$ cat src/rtl/tx_source_arbiter_if.sv
// tx_source_arbiter_if: per-source request/stream/metadata bundle feeding the
// arbiter, and the merged stream plus status it hands to the header builder.
interface tx_source_arbiter_if #(
  parameter int N = 4
);
  logic [N-1:0]    src_request;
  logic [N-1:0]    src_active;
  logic [8*N-1:0]  src_data;
  logic [16*N-1:0] src_length;
  logic [48*N-1:0] src_mac;
  logic [32*N-1:0] src_ip;
  logic [N-1:0]    src_enable;
  logic            out_valid;
  logic [7:0]      out_data;
  logic [15:0]     out_length;
  logic [47:0]     out_mac;
  logic [31:0]     out_ip;
  logic [2:0]      grant_id;
  logic            busy;
  logic            timeout_err;

  // The arbiter owns the shared path
  modport master (
    input  src_request, src_active, src_data, src_length, src_mac, src_ip,
    output src_enable, out_valid, out_data, out_length, out_mac, out_ip,
           grant_id, busy, timeout_err
  );

  // Senders and the downstream header builder
  modport slave (
    output src_request, src_active, src_data, src_length, src_mac, src_ip,
    input  src_enable, out_valid, out_data, out_length, out_mac, out_ip,
           grant_id, busy, timeout_err
  );
endinterface

$ cat src/rtl/tx_source_arbiter.sv
// tx_source_arbiter: round-robin owner of the single Ethernet transmit path.
// A requester is chosen in IDLE, gets a one-cycle enable in GRANT, streams
// during ACTIVE, and the path is then held idle for IFG cycles in GAP. A
// sender that never starts its frame is abandoned after TIMEOUT cycles.
module tx_source_arbiter #(
  parameter int N       = 4,
  parameter int IFG     = 12,
  parameter int TIMEOUT = 64
) (
  input logic                 tx_clock,
  input logic                 reset,
  tx_source_arbiter_if.master arb
);

  localparam logic [1:0] S_IDLE   = 2'd0;
  localparam logic [1:0] S_GRANT  = 2'd1;
  localparam logic [1:0] S_ACTIVE = 2'd2;
  localparam logic [1:0] S_GAP    = 2'd3;

  logic [1:0]   r_state;
  logic [2:0]   r_last;
  logic [2:0]   r_grantId;
  logic         r_seen;
  logic [15:0]  r_count;
  logic [15:0]  r_length;
  logic [47:0]  r_mac;
  logic [31:0]  r_ip;
  logic         r_valid;
  logic [7:0]   r_data;

  logic [N-1:0] w_rotated;
  logic [2:0]   w_offset;
  logic         w_found;
  logic [3:0]   w_sum;
  logic [2:0]   w_pick;
  logic [15:0]  w_pickLength;
  logic [47:0]  w_pickMac;
  logic [31:0]  w_pickIp;
  logic         w_grantActive;
  logic [7:0]   w_grantData;
  logic [N-1:0] w_grantHot;
  logic         w_live;
  logic         w_timeout;

  // Round-robin search: rotate requests so bit 0 is the source after the
  // last winner, take the lowest set bit, then map back to a source index
  always_comb begin
    w_rotated = N'({arb.src_request, arb.src_request} >> (r_last + 3'd1));
    w_found   = 1'b0;
    w_offset  = 3'd0;
    for (int k = N - 1; k >= 0; k--) begin
      if (w_rotated[k]) begin
        w_found  = 1'b1;
        w_offset = 3'(k);
      end
    end
    w_sum = {1'b0, r_last} + 4'd1 + {1'b0, w_offset};
    if (w_sum >= 4'(N)) begin
      w_sum = w_sum - 4'(N);
    end
    w_pick = w_sum[2:0];
  end

  // Metadata of the source about to be granted, captured on the IDLE edge
  always_comb begin
    w_pickLength = '0;
    w_pickMac    = '0;
    w_pickIp     = '0;
    for (int i = 0; i < N; i++) begin
      if (w_pick == 3'(i)) begin
        w_pickLength = arb.src_length[16*i +: 16];
        w_pickMac    = arb.src_mac[48*i +: 48];
        w_pickIp     = arb.src_ip[32*i +: 32];
      end
    end
  end

  // Stream and activity of the current grantee
  always_comb begin
    w_grantActive = 1'b0;
    w_grantData   = '0;
    for (int i = 0; i < N; i++) begin
      if (r_grantId == 3'(i)) begin
        w_grantActive = arb.src_active[i];
        w_grantData   = arb.src_data[8*i +: 8];
      end
    end
  end

  assign w_grantHot = {{(N-1){1'b0}}, 1'b1} << r_grantId;
  assign w_live     = (r_state == S_GRANT) || (r_state == S_ACTIVE);

  // The start-of-frame timer reaching its last count is the timeout event;
  // it depends only on registers so the pulse is glitch-free
  assign w_timeout  = (r_state == S_ACTIVE) && !r_seen && (r_count == 16'd1);

  // Arbitration FSM with grant bookkeeping, frame tracking and gap timing
  always_ff @(posedge tx_clock or posedge reset) begin
    if (reset) begin
      r_state   <= S_IDLE;
      r_last    <= 3'(N - 1);
      r_grantId <= 3'd0;
      r_seen    <= 1'b0;
      r_count   <= 16'd0;
      r_length  <= 16'd0;
      r_mac     <= 48'd0;
      r_ip      <= 32'd0;
    end else begin
      case (r_state)
        S_IDLE: begin
          if (w_found) begin
            r_grantId <= w_pick;
            r_last    <= w_pick;
            r_length  <= w_pickLength;
            r_mac     <= w_pickMac;
            r_ip      <= w_pickIp;
            r_state   <= S_GRANT;
          end
        end
        S_GRANT: begin
          r_seen  <= 1'b0;
          r_count <= 16'(TIMEOUT);
          r_state <= S_ACTIVE;
        end
        S_ACTIVE: begin
          if (w_grantActive) begin
            r_seen <= 1'b1;
          end
          if (r_seen) begin
            if (!w_grantActive) begin
              r_state <= S_GAP;
              r_count <= 16'(IFG);
            end
          end else if (r_count == 16'd1) begin
            r_state <= S_GAP;
            r_count <= 16'(IFG);
          end else begin
            r_count <= r_count - 16'd1;
          end
        end
        S_GAP: begin
          if (r_count <= 16'd1) begin
            r_state <= S_IDLE;
            r_count <= 16'd0;
          end else begin
            r_count <= r_count - 16'd1;
          end
        end
        default: begin
          r_state <= S_IDLE;
        end
      endcase
    end
  end

  // One-cycle registered copy of the grantee's stream, forced quiet when no
  // frame is in progress
  always_ff @(posedge tx_clock or posedge reset) begin
    if (reset) begin
      r_valid <= 1'b0;
      r_data  <= 8'd0;
    end else begin
      r_valid <= w_grantActive & w_live;
      r_data  <= w_live ? w_grantData : 8'd0;
    end
  end

  assign arb.src_enable  = (r_state == S_GRANT) ? w_grantHot : '0;
  assign arb.out_valid   = r_valid;
  assign arb.out_data    = r_data;
  assign arb.out_length  = r_length;
  assign arb.out_mac     = r_mac;
  assign arb.out_ip      = r_ip;
  assign arb.grant_id    = r_grantId;
  assign arb.busy        = (r_state != S_IDLE);
  assign arb.timeout_err = w_timeout;

endmodule

$ cat src/flat_wrapper.sv
// flat-port wrapper written by rule: the top's interface ports become plain ports
module tx_source_arbiter_flat 
#(
  parameter int N       = 4,
  parameter int IFG     = 12,
  parameter int TIMEOUT = 64
)
  (tx_clock, reset, arb_src_request, arb_src_active, arb_src_data, arb_src_length, arb_src_mac, arb_src_ip, arb_src_enable, arb_out_valid, arb_out_data, arb_out_length, arb_out_mac, arb_out_ip, arb_grant_id, arb_busy, arb_timeout_err);
  tx_source_arbiter_if #(.N(N)) arb_i ();
  input logic tx_clock;
  input logic reset;
  input wire logic [$bits(arb_i.src_request)-1:0] arb_src_request;
  input wire logic [$bits(arb_i.src_active)-1:0] arb_src_active;
  input wire logic [$bits(arb_i.src_data)-1:0] arb_src_data;
  input wire logic [$bits(arb_i.src_length)-1:0] arb_src_length;
  input wire logic [$bits(arb_i.src_mac)-1:0] arb_src_mac;
  input wire logic [$bits(arb_i.src_ip)-1:0] arb_src_ip;
  output wire logic [$bits(arb_i.src_enable)-1:0] arb_src_enable;
  output wire logic [$bits(arb_i.out_valid)-1:0] arb_out_valid;
  output wire logic [$bits(arb_i.out_data)-1:0] arb_out_data;
  output wire logic [$bits(arb_i.out_length)-1:0] arb_out_length;
  output wire logic [$bits(arb_i.out_mac)-1:0] arb_out_mac;
  output wire logic [$bits(arb_i.out_ip)-1:0] arb_out_ip;
  output wire logic [$bits(arb_i.grant_id)-1:0] arb_grant_id;
  output wire logic [$bits(arb_i.busy)-1:0] arb_busy;
  output wire logic [$bits(arb_i.timeout_err)-1:0] arb_timeout_err;
  assign arb_i.src_request = arb_src_request;
  assign arb_i.src_active = arb_src_active;
  assign arb_i.src_data = arb_src_data;
  assign arb_i.src_length = arb_src_length;
  assign arb_i.src_mac = arb_src_mac;
  assign arb_i.src_ip = arb_src_ip;
  assign arb_src_enable = arb_i.src_enable;
  assign arb_out_valid = arb_i.out_valid;
  assign arb_out_data = arb_i.out_data;
  assign arb_out_length = arb_i.out_length;
  assign arb_out_mac = arb_i.out_mac;
  assign arb_out_ip = arb_i.out_ip;
  assign arb_grant_id = arb_i.grant_id;
  assign arb_busy = arb_i.busy;
  assign arb_timeout_err = arb_i.timeout_err;
  tx_source_arbiter #(.N(N), .IFG(IFG), .TIMEOUT(TIMEOUT)) u_core (.tx_clock(tx_clock), .reset(reset), .arb(arb_i));
endmodule
$ cat config.mk
export PLATFORM = sky130hd
export DESIGN_NAME = tx_source_arbiter_flat
export DESIGN_NICKNAME = d
export VERILOG_FILES = /design/src/rtl/tx_source_arbiter_if.sv /design/src/rtl/tx_source_arbiter.sv /design/src/flat_wrapper.sv
export SDC_FILE = /design/constraint.sdc
export NUM_CORES = 1
export LEC_CHECK = 0
export CAP_MARGIN = 20
export CORE_AREA = 2 2 211 213
export CTS_CLUSTER_SIZE = 30
export DETAILED_ROUTE_END_ITERATION = 16
export DIE_AREA = 0 0 213 215
export PLACE_DENSITY = 0.58
export SYNTH_ARGS = -nofsm -noshare
export SYNTH_HDL_FRONTEND = slang
export SYNTH_SLANG_ARGS = --single-unit
$ cat constraint.sdc
create_clock -name tx_clock -period 4.7 [get_ports tx_clock]
set_clock_uncertainty 0.15 [all_clocks]
set_input_delay 0.705 -clock tx_clock [delete_from_list [all_inputs] [get_ports tx_clock]]
set_output_delay 0.705 -clock tx_clock [all_outputs]
set_load 0.02 [all_outputs]
==> reports/results.txt <==
The maximum ir drop on the vdd rail came out at 0.6010 mV. Worst slew slack as a fraction of its limit: 0.3768. The startpoint-to-endpoint class of the critical path was reg -> reg. The tightest hold path in the finished design has a slack of 0.3282 ns. For the number of global-route vias before repair, the log shows 8884.

In this run the worst setup path terminates at u_core.arb.out_mac[1]. The analysis attributes to cell leakage a power of 6.029 nW. The critical path goes through ha_1 > xor2_1 > o21ai_1 > o21ai_0 > a31o_2 > ha_4 > fa_4 > buf_12 > buf_12 > mux4_2 > nand2_1 > o21ai_0. The number of hold buffers added after cts was 0; the number of unique standard cell types used by synthesis was 57.

Share of final-layout standard cells stronger than drive strength 1: 0.1307. Kind of start point of the critical path: a flip-flop. After legalization and detailed placement, the total HPWL measured 28790 um. In the synthesized netlist, the cells that appear most often are sky130_fd_sc_hd__nand2_1 (214), sky130_fd_sc_hd__dfrtp_1 (127), sky130_fd_sc_hd__o21ai_0 (100). Top cell type's share of synthesized area: 0.3806. Post-CTS repair changed the size of 0 cells. The tools report the routed via count as 8398. TritonCTS built the clock tree. The endpoint identified for the worst register-to-register timing path is u_core.arb.out_mac[1]. The post-route setup TNS is 0 ns.

The number of nets with antenna violations after routing came out at 0. In this run the deepest clock path goes through 2 buffers. The tools report the number of setup buffers added after CTS as 0. The power density relative to cell area was 847.2 nW/um^2; the number of nets in the finished design was 1747.

Setup violations remaining at the end of the flow were counted as 0. Most repeated cell in the gate-level netlist after synthesis: sky130_fd_sc_hd__nand2_1. After floorplanning, the core was divided into 77 placement rows. The most critical setup path has its startpoint at u_core.r_last[0]. Setup repair after global routing left no endpoint under its margin. Clock-pin slew was measured on the worst setup and hold paths at 0.06 ns.

The run gives 5 as the number of detailed-route iterations in the first pass. In the final layout, the multi-input gates occupy 4731 um^2. Synthesis produced a netlist with a net count of 1238. For the total count of hold-check failures in the final report, the log shows 0. Counting every instance in the synthesized netlist gives 802.

After synthesis, the cell types taking the most area are sky130_fd_sc_hd__dfrtp_1 (38%), sky130_fd_sc_hd__mux4_2 (26%), sky130_fd_sc_hd__nand2_1 (9.6%). Summed over all instances, the cell type with the most area after synthesis is sky130_fd_sc_hd__dfrtp_1. Dividing the detail-routed wire length by the instance count gives 18.78 um.

The root buffer cell chosen for the clock tree is sky130_fd_sc_hd__clkbuf_16. Worst hold-check path type: reg -> reg. The slew at the pin closest to its max-slew limit was 0.9271 ns; the share of the clock period used by the worst path after layout was 0.8846.

Measured along the y axis, the die boundary spans 215 um. The proportion of register bits with asynchronous set or reset after synthesis was 1.000; the mean number of vias per cell was 4.376. The highest-delay cell along the critical path was sky130_fd_sc_hd__fa_4.

Start of the worst register-to-register path: u_core.r_last[0]. The total area of sequential cells is 3231 um^2. The tools report the pre-CTS setup slack as 0.2663 ns. Of all nets on the critical path, the largest fanout is 18. Routability-driven placement finished with a final weighted congestion of 0.8844. The flow ran to the end, and the final reports show no timing, DRC or antenna violations.

Among all flip-flop cells after synthesis, the most frequent one is sky130_fd_sc_hd__dfrtp_1. Measured along the x axis, the die boundary spans 213 um. The number of buffers created by CTS was 17; the number of enable flip-flop cells after synthesis was 0. The run gives 0 as the remaining global-route overflow. The DRC violation total after the first TritonRoute iteration is 348. The logs give 4388 for the fill cell instance count of the final layout and 185 for the pin count of the biggest net entering global routing. In this run the number of H-tree levels came out at 4.

The design draws 12.70 mW. The Yosys step of the flow raised 0 warnings. The logs give 0.54 ns for the flop-to-flop setup slack and 0.3869 for the register area share after synthesis.

Once routing completed, OpenROAD measured the worst setup slack at 0.5426 ns. In this run the mean area of a mapped cell was 10.41 um^2. The total area inside the core boundary comes to 43640 um^2. After synthesis the cells add up to 8351 um^2.

For the worst setup path, the data required time is 4.82 ns. During placement, the flow inserted port buffers numbering 539. The global-route usage over all layers came out at 0.1570. The kind of end point of the critical path is a flip-flop. The final layout contains routed wiring with a total length of 36040 um. The synthesized flop and latch total works out to 129. The clock reaches the later pin of the worst-skew pair after 0.43 ns. The tree built by TritonCTS fans out to 129 sinks. The logs give 0 for the post-detailed-route DRC marker count and 0 for the number of slew-limit violations in the final report.

The first global-routing pass estimated 53580 um of wire. The initial antenna violation count came out at 7. The worst path in the final design needs a cycle of 4.157 ns, including I/O delays and setup.

In this design, the stage delay of the slowest critical-path cell is 0.96 ns. The die covers 45800 um^2. Relative to the synthesized area, the layout overhead comes to 79.58%. The effective utilization at floorplan is 0.1913. Derived from the worst setup path, the maximum achievable clock frequency is 240.5 MHz.

STA puts the critical path data arrival time at 4.28 ns. The logic depth of the worst register-to-register path works out to 12. In this run the count of I/O pins placed on the die edge is 540. The number of max-cap violations was 0.
-- worst max-delay path: cells and delay by family, from the launching register on --
kind / cells / cell delay, ns
fa+ha+maj: 3 / 1.37
xor+xnor: 1 / 0.13
flops: 1 / 0.67
compound gates: 4 / 0.94
buf+inv: 2 / 0.36
simple gates: 1 / 0.07
mux: 1 / 0.28
-- power by group --
group,leakage (nW),switching [mW],internal [mW]
sequential,1.61,0.381,1.69
combinational,4.15,4.47,4.86
clock,0.267,0.547,0.754
total,6.03,5.40,7.31
-- logic make-up (layout without fill, tap and decap cells) --
logic type,after synthesis,in the layout,synth area share
AND/OR/NAND/NOR,288,288,0.1497
AO/OA/AOI/OAI,165,165,0.1127
flip-flops,129,129,0.3869
multiplexers,114,114,0.2835
buffers and inverters,94,616,0.04930
adder cells (fa/ha/maj),10,10,0.01588
XOR/XNOR,2,2,0.002098
other,0,3,0
-- cells in the final DEF, fill, tap and decap left out, types with 4 or more instances in the layout --
cell,instances
sky130_fd_sc_hd__clkdlybuf4s50_1,539
sky130_fd_sc_hd__nand2_1,214
sky130_fd_sc_hd__dfrtp_1,127
sky130_fd_sc_hd__o21ai_0,100
sky130_fd_sc_hd__mux4_2,97
sky130_fd_sc_hd__inv_1,23
sky130_fd_sc_hd__o22ai_1,20
sky130_fd_sc_hd__nor2_1,18
sky130_fd_sc_hd__clkbuf_16,17
sky130_fd_sc_hd__o21ai_1,14
sky130_fd_sc_hd__buf_4,14
sky130_fd_sc_hd__nand3_1,10
sky130_fd_sc_hd__mux2_2,9
sky130_fd_sc_hd__a31oi_1,8
sky130_fd_sc_hd__ha_1,8
sky130_fd_sc_hd__mux2i_1,7
sky130_fd_sc_hd__buf_12,7
sky130_fd_sc_hd__nand2b_1,6
sky130_fd_sc_hd__nor3_1,6
sky130_fd_sc_hd__or2_2,5
sky130_fd_sc_hd__a21oi_1,4
sky130_fd_sc_hd__nor4_1,4
sky130_fd_sc_hd__nand4_1,4
sky130_fd_sc_hd__clkbuf_1,4
sky130_fd_sc_hd__clkinv_2,4
-- sequential cells by signal (all words and copies together) (netlist names) --
signal and count:
u_core.arb.out_mac 48, u_core.arb.out_ip 32, u_core.arb.out_length 16, u_core.r_count 16, u_core.arb.out_data 8, u_core.r_last 3
u_core.arb.grant_id 2, u_core.r_state 2, u_core.arb.out_valid 1, u_core.r_seen 1
-- how the worst min path moves through the flow --
stage          cells past startpoint                      from                  endpoint
2_1_floorplan                      2         u_core.r_count[7]         u_core.r_count[7]
3_3_place_gp                       2     u_core.arb.out_mac[6]     u_core.arb.out_mac[6]
3_5_place_dp                       2    u_core.arb.out_mac[18]    u_core.arb.out_mac[18]
4_1_cts                            2    u_core.arb.out_mac[18]    u_core.arb.out_mac[18]
5_1_grt                            2  u_core.arb.out_length[4]  u_core.arb.out_length[4]
6_report                           2  u_core.arb.out_length[2]  u_core.arb.out_length[2]
-- routing by layer --
layer	GRT usage	vias up	routed length, um
li1	-	3955	-
met1	0.1757	4057	14040
met2	0.2788	331	18600
met3	0.04706	49	2554
met4	0.05758	6	800
met5	0	-	45
-- stage by stage --
stage	util	std cells	area, um^2
5_1_grt	0.3436	1919	15000
3_5_place_dp	0.3308	1884	14440
2_1_floorplan	-	802	8351
6_report	0.3436	1919	15000
4_1_cts	0.3434	1916	14990
3_3_place_gp	0.3308	1884	14440
-- final cells by class --
type / instances / share of cell area
flip-flops and latches: 129 / 0.2154
clock buffers: 23 / 0.03121
diodes: 3 / 0.0005006
inverters: 24 / 0.006341
repair buffers: 560 / 0.3761
clock inverters: 9 / 0.005507
multi-input cells: 579 / 0.3155
well taps: 592 / 0.04940
Power figures use the tool's default switching activity.
